--- src/rtl/sys_bridge.sv ---
`default_nettype none
// ============================================================================
// Module   : sys_bridge
// Purpose  : CPU data-side bridge: DM / peripheral slots / IRQ regs, with
//            ready/timeout stalls for slow devices and maskable interrupts.
// Revision : 1.0
// ============================================================================
module sys_bridge #(
    parameter int          NUM_DEV    = 2,
    parameter logic [31:0] DM_LIMIT   = 32'h0000_3000,
    parameter logic [31:0] DEV_BASE   = 32'h0000_7f00,
    parameter logic [31:0] DEV_STRIDE = 32'h0000_0010,
    parameter logic [31:0] IRQ_BASE   = 32'h0000_7e00,
    parameter int          TIMEOUT    = 16
) (
    input  logic                    clk,
    input  logic                    reset,
    input  logic                    cpu_req,
    input  logic [31:0]             cpu_addr,
    input  logic [3:0]              cpu_byteen,
    input  logic [31:0]             cpu_wdata,
    output logic [31:0]             cpu_rdata,
    output logic                    cpu_ready,
    output logic                    cpu_err,
    output logic [31:0]             dm_addr,
    output logic [3:0]              dm_byteen,
    output logic [31:0]             dm_wdata,
    input  logic [31:0]             dm_rdata,
    output logic [NUM_DEV-1:0]      dev_sel,
    output logic [1:0]              dev_addr,
    output logic                    dev_we,
    output logic [31:0]             dev_wdata,
    input  logic [32*NUM_DEV-1:0]   dev_rdata,
    input  logic [NUM_DEV-1:0]      dev_ready,
    input  logic [NUM_DEV-1:0]      dev_irq,
    output logic [5:0]              hwint
);

    localparam int c_CW = $clog2(TIMEOUT);

    typedef enum logic [1:0] {
        S_IDLE     = 2'd0,
        S_DEV_WAIT = 2'd1,
        S_RESP     = 2'd2
    } state_t;

    state_t              r_state;
    logic [c_CW-1:0]     r_cnt;
    logic                r_err;
    logic [31:0]         r_rdata;
    logic [NUM_DEV-1:0]  r_dev_sel;
    logic                r_dev_we;
    logic [1:0]          r_dev_addr;
    logic                r_live;
    logic [NUM_DEV-1:0]  r_irq_q;
    logic [NUM_DEV-1:0]  r_pend;
    logic [NUM_DEV-1:0]  r_mask;

    logic [NUM_DEV-1:0]  w_hit_sel;
    logic                w_dm_hit;
    logic                w_pend_hit;
    logic                w_mask_hit;
    logic                w_dev_hit;
    logic                w_read;
    logic                w_full;
    logic                w_be_ok;
    logic                w_take;
    logic                w_pend_wr;
    logic                w_mask_wr;
    logic [NUM_DEV-1:0]  w_clr;
    logic [31:0]         w_slot_rdata;

    // Slot i owns words 0..2 at DEV_BASE + i*DEV_STRIDE; the fourth word is a hole.
    always_comb begin
        w_hit_sel = '0;
        for (int i = 0; i < NUM_DEV; i++) begin
            if (cpu_addr >= DEV_BASE + DEV_STRIDE * 32'(i) &&
                cpu_addr <  DEV_BASE + DEV_STRIDE * 32'(i) + 32'h0000_000C)
                w_hit_sel[i] = 1'b1;
        end
    end

    assign w_dm_hit   = cpu_addr < DM_LIMIT;
    assign w_pend_hit = !w_dm_hit && (cpu_addr == IRQ_BASE);
    assign w_mask_hit = !w_dm_hit && (cpu_addr == IRQ_BASE + 32'd4);
    assign w_dev_hit  = !w_dm_hit && !w_pend_hit && !w_mask_hit && (|w_hit_sel);

    assign w_read  = (cpu_byteen == 4'b0000);
    assign w_full  = (cpu_byteen == 4'b1111);
    assign w_be_ok = w_read || w_full;

    // r_live holds off every strobe from reset assertion until the first clock after release.
    assign w_take    = r_live && cpu_req && (r_state == S_IDLE);
    assign w_pend_wr = w_take && w_pend_hit && w_full;
    assign w_mask_wr = w_take && w_mask_hit && w_full;
    assign w_clr     = w_pend_wr ? cpu_wdata[NUM_DEV-1:0] : '0;

    always_comb begin
        w_slot_rdata = '0;
        for (int i = 0; i < NUM_DEV; i++) begin
            if (r_dev_sel[i])
                w_slot_rdata = dev_rdata[32*i +: 32];
        end
    end

    always_comb begin
        cpu_ready = 1'b0;
        cpu_err   = 1'b0;
        cpu_rdata = '0;
        dm_addr   = '0;
        dm_byteen = '0;
        if (r_state == S_RESP) begin
            cpu_ready = 1'b1;
            cpu_err   = r_err;
            cpu_rdata = r_rdata;
        end else if (w_take) begin
            if (w_dm_hit) begin
                cpu_ready = 1'b1;
                dm_addr   = cpu_addr;
                dm_byteen = cpu_byteen;
                cpu_rdata = dm_rdata;
            end else if (w_pend_hit || w_mask_hit) begin
                cpu_ready = 1'b1;
                cpu_err   = !w_be_ok;
                cpu_rdata = w_pend_hit ? 32'(r_pend) : 32'(r_mask);
            end else if (w_dev_hit) begin
                cpu_ready = !w_be_ok;
                cpu_err   = !w_be_ok;
            end else begin
                cpu_ready = 1'b1;
                cpu_err   = 1'b1;
            end
        end
    end

    always_ff @(posedge clk or negedge reset) begin
        if (!reset) begin
            r_state    <= S_IDLE;
            r_cnt      <= '0;
            r_err      <= 1'b0;
            r_rdata    <= '0;
            r_dev_sel  <= '0;
            r_dev_we   <= 1'b0;
            r_dev_addr <= '0;
            r_live     <= 1'b0;
        end else begin
            r_live <= 1'b1;
            case (r_state)
                S_IDLE: begin
                    if (w_take && w_dev_hit && w_be_ok) begin
                        r_state    <= S_DEV_WAIT;
                        r_cnt      <= '0;
                        r_dev_sel  <= w_hit_sel;
                        r_dev_we   <= !w_read;
                        r_dev_addr <= cpu_addr[3:2];
                    end
                end
                S_DEV_WAIT: begin
                    if (|(dev_ready & r_dev_sel)) begin
                        r_state   <= S_RESP;
                        r_err     <= 1'b0;
                        r_rdata   <= r_dev_we ? 32'd0 : w_slot_rdata;
                        r_dev_sel <= '0;
                        r_dev_we  <= 1'b0;
                    end else if (r_cnt == c_CW'(TIMEOUT - 1)) begin
                        r_state   <= S_RESP;
                        r_err     <= 1'b1;
                        r_rdata   <= '0;
                        r_dev_sel <= '0;
                        r_dev_we  <= 1'b0;
                    end else begin
                        r_cnt <= r_cnt + 1'b1;
                    end
                end
                S_RESP:  r_state <= S_IDLE;
                default: r_state <= S_IDLE;
            endcase
        end
    end

    // A new rising edge is ORed in after the W1C mask, so set beats clear.
    always_ff @(posedge clk or negedge reset) begin
        if (!reset) begin
            r_irq_q <= '0;
            r_pend  <= '0;
            r_mask  <= '1;
        end else begin
            r_irq_q <= dev_irq;
            r_pend  <= (r_pend & ~w_clr) | (dev_irq & ~r_irq_q);
            if (w_mask_wr)
                r_mask <= cpu_wdata[NUM_DEV-1:0];
        end
    end

    assign dm_wdata  = cpu_wdata;
    assign dev_wdata = cpu_wdata;
    assign dev_sel   = r_dev_sel;
    assign dev_we    = r_dev_we;
    assign dev_addr  = r_dev_addr;
    assign hwint     = 6'(r_pend & r_mask);

endmodule
`default_nettype wire
--- config.mk ---
export PLATFORM = sky130hd
export DESIGN_NAME = sys_bridge
export DESIGN_NICKNAME = d
export VERILOG_FILES = /design/src/rtl/sys_bridge.sv
export SDC_FILE = /design/constraint.sdc
export NUM_CORES = 1
export LEC_CHECK = 0
export ABC_AREA = 1
export CORE_ASPECT_RATIO = 0.5
export CORE_MARGIN = 4
export CORE_UTILIZATION = 37
export DETAILED_ROUTE_END_ITERATION = 8
export HOLD_SLACK_MARGIN = 0.12
export PLACE_DENSITY = 0.95
export SYNTH_ARGS = -nofsm -noshare
export SYNTH_HDL_FRONTEND = slang
export SYNTH_SLANG_ARGS = --single-unit
export TNS_END_PERCENT = 5
--- constraint.sdc ---
create_clock -name clk -period 3.4 [get_ports clk]
set_input_delay 0.85 -clock clk [delete_from_list [all_inputs] [get_ports clk]]
set_output_delay 0.85 -clock clk [all_outputs]
set_load 0.005 [all_outputs]
==> results of run 1 <==
[sequential cells by signal, indices dropped and copies added, names as in the netlist]
name      count
r_cnt         4
r_rdata      32
dev_sel       2
dev_addr      2
r_state       2
dev_we        1
r_live        1
r_irq_q       2
r_mask        2
r_err         1
r_pend        2
[per-stage QoR]
| step | hold slack, ps | setup WS, ps |
|---|---|---|
| floorplan | 400 | 704 |
| global placement | 405 | -378 |
| detailed placement | 421 | -435 |
| CTS | 431 | -178 |
| global route | 483 | -332 |
| finish | 461 | -235 |
[kinds of logic after synthesis]
family	synth area share (%)
buffers and inverters	26.7
AO/OA/AOI/OAI	9.17
other	0.179
XOR/XNOR	0.418
adder cells (fa/ha/maj)	0.299
AND/OR/NAND/NOR	32.7
flip-flops	30.5
[worst max-delay path, stage by stage]
cell,delay [ps]
clkdlybuf4s50_1,440
inv_1,60
nand2_1,50
nor2_1,100
nand2_1,110
nor2_4,150
buf_6,110
nand4_1,150
buf_4,190
buf_4,130
buf_4,120
buf_4,130
buf_4,120
buf_4,120
buf_4,120
buf_4,130
buf_4,120
buf_4,130
buf_4,130
buf_4,130
buf_4,130
nor2_4,60
nand2_1,50
nand2_1,60
[what timing repair did]
item,4_1_cts,5_1_grt
endpoints found under the setup margin,52,38
hold buffers,0,0
buffers inserted,15,3
pin swaps,11,6
endpoints found under the hold margin,0,0
resized for setup,69,83
[Yosys cell counts, types with 4 or more instances]
library cell / instances / area share, %
inv_1: 75 / 6.7
nand4_1: 4 / 0.60
o21ai_0: 68 / 8.1
buf_2: 12 / 1.4
nor2_1: 37 / 3.3
dfrtp_1: 49 / 29
nand3_1: 109 / 13
nor3_1: 11 / 1.3
buf_4: 87 / 16
nand2_1: 148 / 13
clkbuf_1: 16 / 1.4
[area by class of cell]
cell class                      count  area, um^2  area share (%)
Multi-Input combinational cell    417        1920            30.9
Timing Repair Buffer              259        2350            37.9
Clock buffer                        6         139            2.24
Sequential cell                    51        1280            20.6
Inverter                           79         297            4.78
Tap cell                          145         181            2.93
Clock inverter                      2        38.8           0.626
[where the power goes]
group	internal [uW]	switching (uW)	total (uW)
sequential	608	0.599	609
clock	371	238	608
combinational	169	90.5	260
[layer usage]
metal	GRT usage, %	wire (um)	up-vias
met5	0	0	-
met4	9.52	659	0
met3	5.00	1410	57
met2	41.0	8150	274
met1	26.9	6170	2218
li1	-	-	2266
[final timing paths]
kind                                           end  depth (start not counted)
hold reg to reg                r_pend[0]$_DFF_PN0_                          1
setup reg to reg           r_rdata[21]$_DFFE_PN0P_                          9
hold / removal                 r_pend[0]$_DFF_PN0_                          1
setup / recovery            dev_sel[0]$_DFFE_PN0P_                         24
min in group asynchronous   r_rdata[0]$_DFFE_PN0P_                          1
max in group asynchronous    r_mask[1]$_DFFE_PN1P_                          2
==> results.txt, run 1 <==
initial drt markers: 424
initial core utilization: 38.0%
Post-DP HPWL: 11,800 um
endpoints failing hold: 0
worst slew pin tran: 923 ps
flop2flop setup slack: 970 ps
Core Util, Final: 56.3%
CTS tree: yes
Inserted Clock Buffers: 5
commonest non-fill, non-tap cell in the layout: clkdlybuf4s50_1
number of flops mapped to enable cells by yosys: 0
Max VDD drop: 304 uV
RSZ-0062 raised after global routing: true
clock latency on the worst-skew pair: 300 ps
clock root cell: clkbuf_16
die area: 0.0132 mm^2
number of global-route vias before repair: 4,840
Tmin final: 3640 ps
routed wire length: 16,400 um
period utilization: 107%
Max-slew headroom: 38.4%
outcome: finished with violations
Max Cap Violations: 0
R2R Path Start: dev_sel[1]$_DFFE_PN0P_
FILL cells: 984
violated checks: negative setup slack
initial antenna violation count: 0
Area after DPL: 0.00601 mm^2
worst setup margin: -235 ps
CTS clk-pin slew, worst paths: 80 ps
crit path DAT: 3870 ps
DP Cell Count: 933
Total GRT Usage: 23.1%
commonest non-fill, non-tap cells in the layout: clkdlybuf4s50_1 (145), nand2_1 (143), nand3_1 (109)
Worst Path Max Fanout: 3
first-pass GRT wire length: 24,700 um
total power after layout: 1480 uW
Placeable Area: 0.0110 mm^2
FP Rows: 27
Leak: 0.00320 uW
fmax: 275 MHz
Nets: 985
Finish-stage setup viols: 6
Synth Register Bits: 51
PD cells: 238 mW/mm^2
post-route ant nets: 0
Syn Inst Count: 645
diodes inserted: 0
CP Launch Point: cpu_addr[27]
# DRC: 0
Post-Syn Area per Cell: 6.49 um^2
Slew Limit Fails: 0
Syn. warnings: 0
hold path startpoint: r_irq_q[0]$_DFF_PN0_
Via Count: 4,815
Worst Setup Start Kind: primary input
Worst EP required: 3640 ps
post-synthesis sequential area ratio: 30.5%
htree depth: 2
gr ovfl total: 0
mean number of vias per cell: 5.02
Die X: 158 um
Post-synth ARST share: 100%
CP Capture Type: register
Yosys cell types: 27
Min-Delay Path Class: reg2reg
routed len/inst: 17.1 um
RePlAce Congestion: 0.904
setup TNS: -723 ps
Synth Cell Area: 0.00419 mm^2
share of layout cells above drive strength 1: 15.0%
CTS sink cnt: 51
DIE HEIGHT: 83.2 um
input/output buffers: 203
Initial DRT Pass Iterations: 5
Post-synth top flop: dfrtp_1
CP Class: in2reg
Syn-to-layout area delta: 48.0%
final instance area: 0.00620 mm^2
Clock Skew: 14.4 ps
pin count of the biggest net entering global routing: 54
I/O Pins: 316
Max clock buf depth: 2
fin cells: 959
Power figures use the tool's default switching activity.
==> inputs of run 2 (changes only) <==
--- a/config.mk
+++ b/config.mk
@@ -12,6 +12,7 @@
 export DETAILED_ROUTE_END_ITERATION = 8
 export HOLD_SLACK_MARGIN = 0.12
 export PLACE_DENSITY = 0.95
+export SLEW_MARGIN = 40
 export SYNTH_ARGS = -nofsm -noshare
 export SYNTH_HDL_FRONTEND = slang
 export SYNTH_SLANG_ARGS = --single-unit
==> constraint.sdc (replaced) <==
create_clock -name clk -period 3.4 [get_ports clk]
set_input_delay 0.85 -clock clk [delete_from_list [all_inputs] [get_ports clk]]
set_output_delay 0.85 -clock clk [all_outputs]
set_load 0.02 [all_outputs]
==> results.txt, run 2 (synthesized netlist as in run 1, its figures left out) <==
Switching Fraction: 23.9% (+1.6 points)
violated checks: negative setup slack
total power after layout: 1400 uW (-5.0%)
period utilization: 101% (-6.0 points)
Nets: 961 (-2.4%)
P_sw: 335 uW (+1.8%)
commonest non-fill, non-tap cell in the layout: clkdlybuf4s50_1
Tmin final: 3430 ps (-205 ps)
share of layout cells above drive strength 1: 13.9% (-1.1 points)
initial core utilization: 38.0% (unchanged)
CP bufs+invs: 4 (-12)
Initial DRT Pass Iterations: 5 (unchanged)
Max clock buf depth: 2 (unchanged)
Min-Delay Path Class: reg2reg
Max VDD drop: 207 uV (-32%)
crit path DAT: 2580 ps (-1290 ps)
worst slew pin tran: 684 ps (-239 ps)
number of global-route vias before repair: 4,583 (-5.3%)
Clock Skew: 9.72 ps (-4.66 ps)
DIE HEIGHT: 83.2 um (unchanged)
Critical Path, Cell by Cell: clkdlybuf4s50_1, buf_4, nor2_1, nand2_1, inv_1, nor3_1, nand2_1, nand2_2, nand2_1, nand2_1, nand2_1, nand2_1, buf_4
CP max-delay cell: clkdlybuf4s50_1
FP Rows: 27 (unchanged)
Largest register FFs: 32 (unchanged)
fmax: 291 MHz (+6.0%)
RSZ-0062 raised after global routing: true
sequential share of power: 43.4% (+2.2 points)
pin count of the biggest net entering global routing: 54 (unchanged)
Leak: 0.00299 uW (-6.4%)
die area: 0.0132 mm^2 (unchanged)
clock latency on the worst-skew pair: 290 ps (about the same)
Min Hold Slack: 425 ps (-36.2 ps)
Inserted Clock Buffers: 5 (unchanged)
Placeable Area: 0.0110 mm^2 (unchanged)
outcome: finished with violations
clock share of power: 37.3% (-3.9 points)
RePlAce Congestion: 0.895 (-0.96%)
CP top delay family: simple AND/OR/NAND/NOR gates
Post-DP HPWL: 11,700 um (-1.3%)
Worst EP required: 2550 ps (-1090 ps)
Syn-to-layout area delta: 42.0%
Regs by FF count: r_rdata (32), r_cnt (4)
Total GRT Usage: 21.4% (-1.8 points)
Max-slew headroom: 54.4% (+16 points)
gr ovfl total: 0 (unchanged)
Finish-stage setup viols: 4 (-2)
input/output buffers: 203 (unchanged)
routed wire length: 15,000 um (-8.3%)
FILL cells: 1,019 (+3.6%)
CTS sink cnt: 51 (unchanged)
Die X: 158 um (unchanged)
initial antenna violation count: 0 (unchanged)
initial drt markers: 310 (-27%)
worst setup margin: -30.9 ps (+205 ps)
PD cells: 236 mW/mm^2 (-0.94%)
htree depth: 2 (unchanged)
# DRC: 0 (unchanged)
Most Frequent Cell on Critical Path: nand2_1
I/O Pins: 316 (unchanged)
Top reg by flops: r_rdata
Via Count: 4,675 (-2.9%)
commonest non-fill, non-tap cells in the layout: clkdlybuf4s50_1 (149), nand2_1 (147), nand3_1 (108)
CP Class: in2out
CTS clk-pin slew, worst paths: 70 ps (about the same)
CTS tree: yes
CP Capture Type: primary output
mean number of vias per cell: 5.00 (-0.42%)
crit-path max cell delay: 490 ps (+50 ps)
routed len/inst: 16.1 um (-5.9%)
clock root cell: clkbuf_16
endpoints failing hold: 0 (unchanged)
Worst Path Max Fanout: 3 (unchanged)
Internal Power: 1070 uW (-6.9%)
diodes inserted: 0 (unchanged)
Worst Setup Start Kind: primary input
Slew Limit Fails: 0 (unchanged)
post-route ant nets: 0 (unchanged)
Hold-fix buffers, CTS: 0 (unchanged)
first-pass GRT wire length: 22,800 um (-7.5%)
Max Cap Violations: 0 (unchanged)
combinational share of power: 19.3% (+1.7 points)
## run 2: changes by cell type in the layout (fill, tap and decap cells not counted), moves of 3 or more
cell	before	now
dlygate4sd2_1	15	0
clkbuf_2	27	13
buf_2	7	17
clkdlybuf4s50_1	145	149
dlymetal6s2s_1	5	1
nand2_1	143	147
nand2_2	7	3
buf_4	48	45
inv_1	75	72
inv_2	3	6
## run 2: layer usage
metal  up-vias  GRT usage, %  part of all wire [%]
met1      2161          24.3                    37
met3        46          4.89                   8.7
met5         -             0                     0
met2       251          38.7                    51
li1       2217             -                     -
met4         0          8.05                   2.9
## run 2: worst paths after layout
path	startpoint	to	slack [ps]	cells past startpoint
min in group asynchronous	reset	r_rdata[15]$_DFFE_PN0P_	580	1
worst max register to register	dev_sel[1]$_DFFE_PN0P_	r_rdata[28]$_DFFE_PN0P_	1020	9
worst min-delay path	r_irq_q[1]$_DFF_PN0_	r_pend[1]$_DFF_PN0_	420	1
max in group asynchronous	reset	dev_we$_DFFE_PN0P_	2340	1
worst max-delay path	cpu_addr[15]	cpu_rdata[1]	-30	13
worst min register to register	r_irq_q[1]$_DFF_PN0_	r_pend[1]$_DFF_PN0_	420	1
## run 2: area by class of cell
cell class	instances	area, um^2	share of cell area (%)
tap	145	181	3.05
clock inverter	2	16.3	0.274
sequential	51	1280	21.5
timing repair buffer	235	2130	35.9
inverter	79	297	4.99
clock buffer	6	139	2.34
multi-input combinational	417	1900	32.0
## run 2: repair_timing
| item | 4_1_cts | 5_1_grt |
|---|---|---|
| buffers inserted | 1 | 0 |
| pin swaps | 4 | 5 |
| endpoints found under the setup margin | 52 | 52 |
| endpoints found under the hold margin | 0 | 0 |
| resized for setup | 130 | 119 |
## run 2: stage by stage
stage / setup WS (ps) / instance area (um^2) / std cells / setup TNS (ps) / util [%]
final: -30.9 / 5950 / 935 / -69.8 / 54.0
after global routing: -117 / 5950 / 935 / -1410 / 54.0
after CTS: -126 / 6090 / 935 / -1710 / 55.3
after detailed placement: -593 / 5940 / 926 / -20900 / 54.0
after global placement: -468 / 5940 / 926 / -17640 / 53.9
after floorplan: 466 / 4270 / 666 / 0 / -
## run 2: worst register-to-register path, delay by kind of cell, from the launching register on
family	cells	cell delay (ps)
AO/OA/AOI/OAI	2	320
AND/OR/NAND/NOR	3	470
buffers and inverters	4	980
flip-flops	1	480
## run 2: power groups by stage
stage	registers, uW	clock network [uW]	logic [uW]
2_1_floorplan	620	0	184
3_3_place_gp	620	0	264
3_5_place_dp	620	0	269
4_1_cts	608	535	270
5_1_grt	608	567	290
6_report	609	524	271
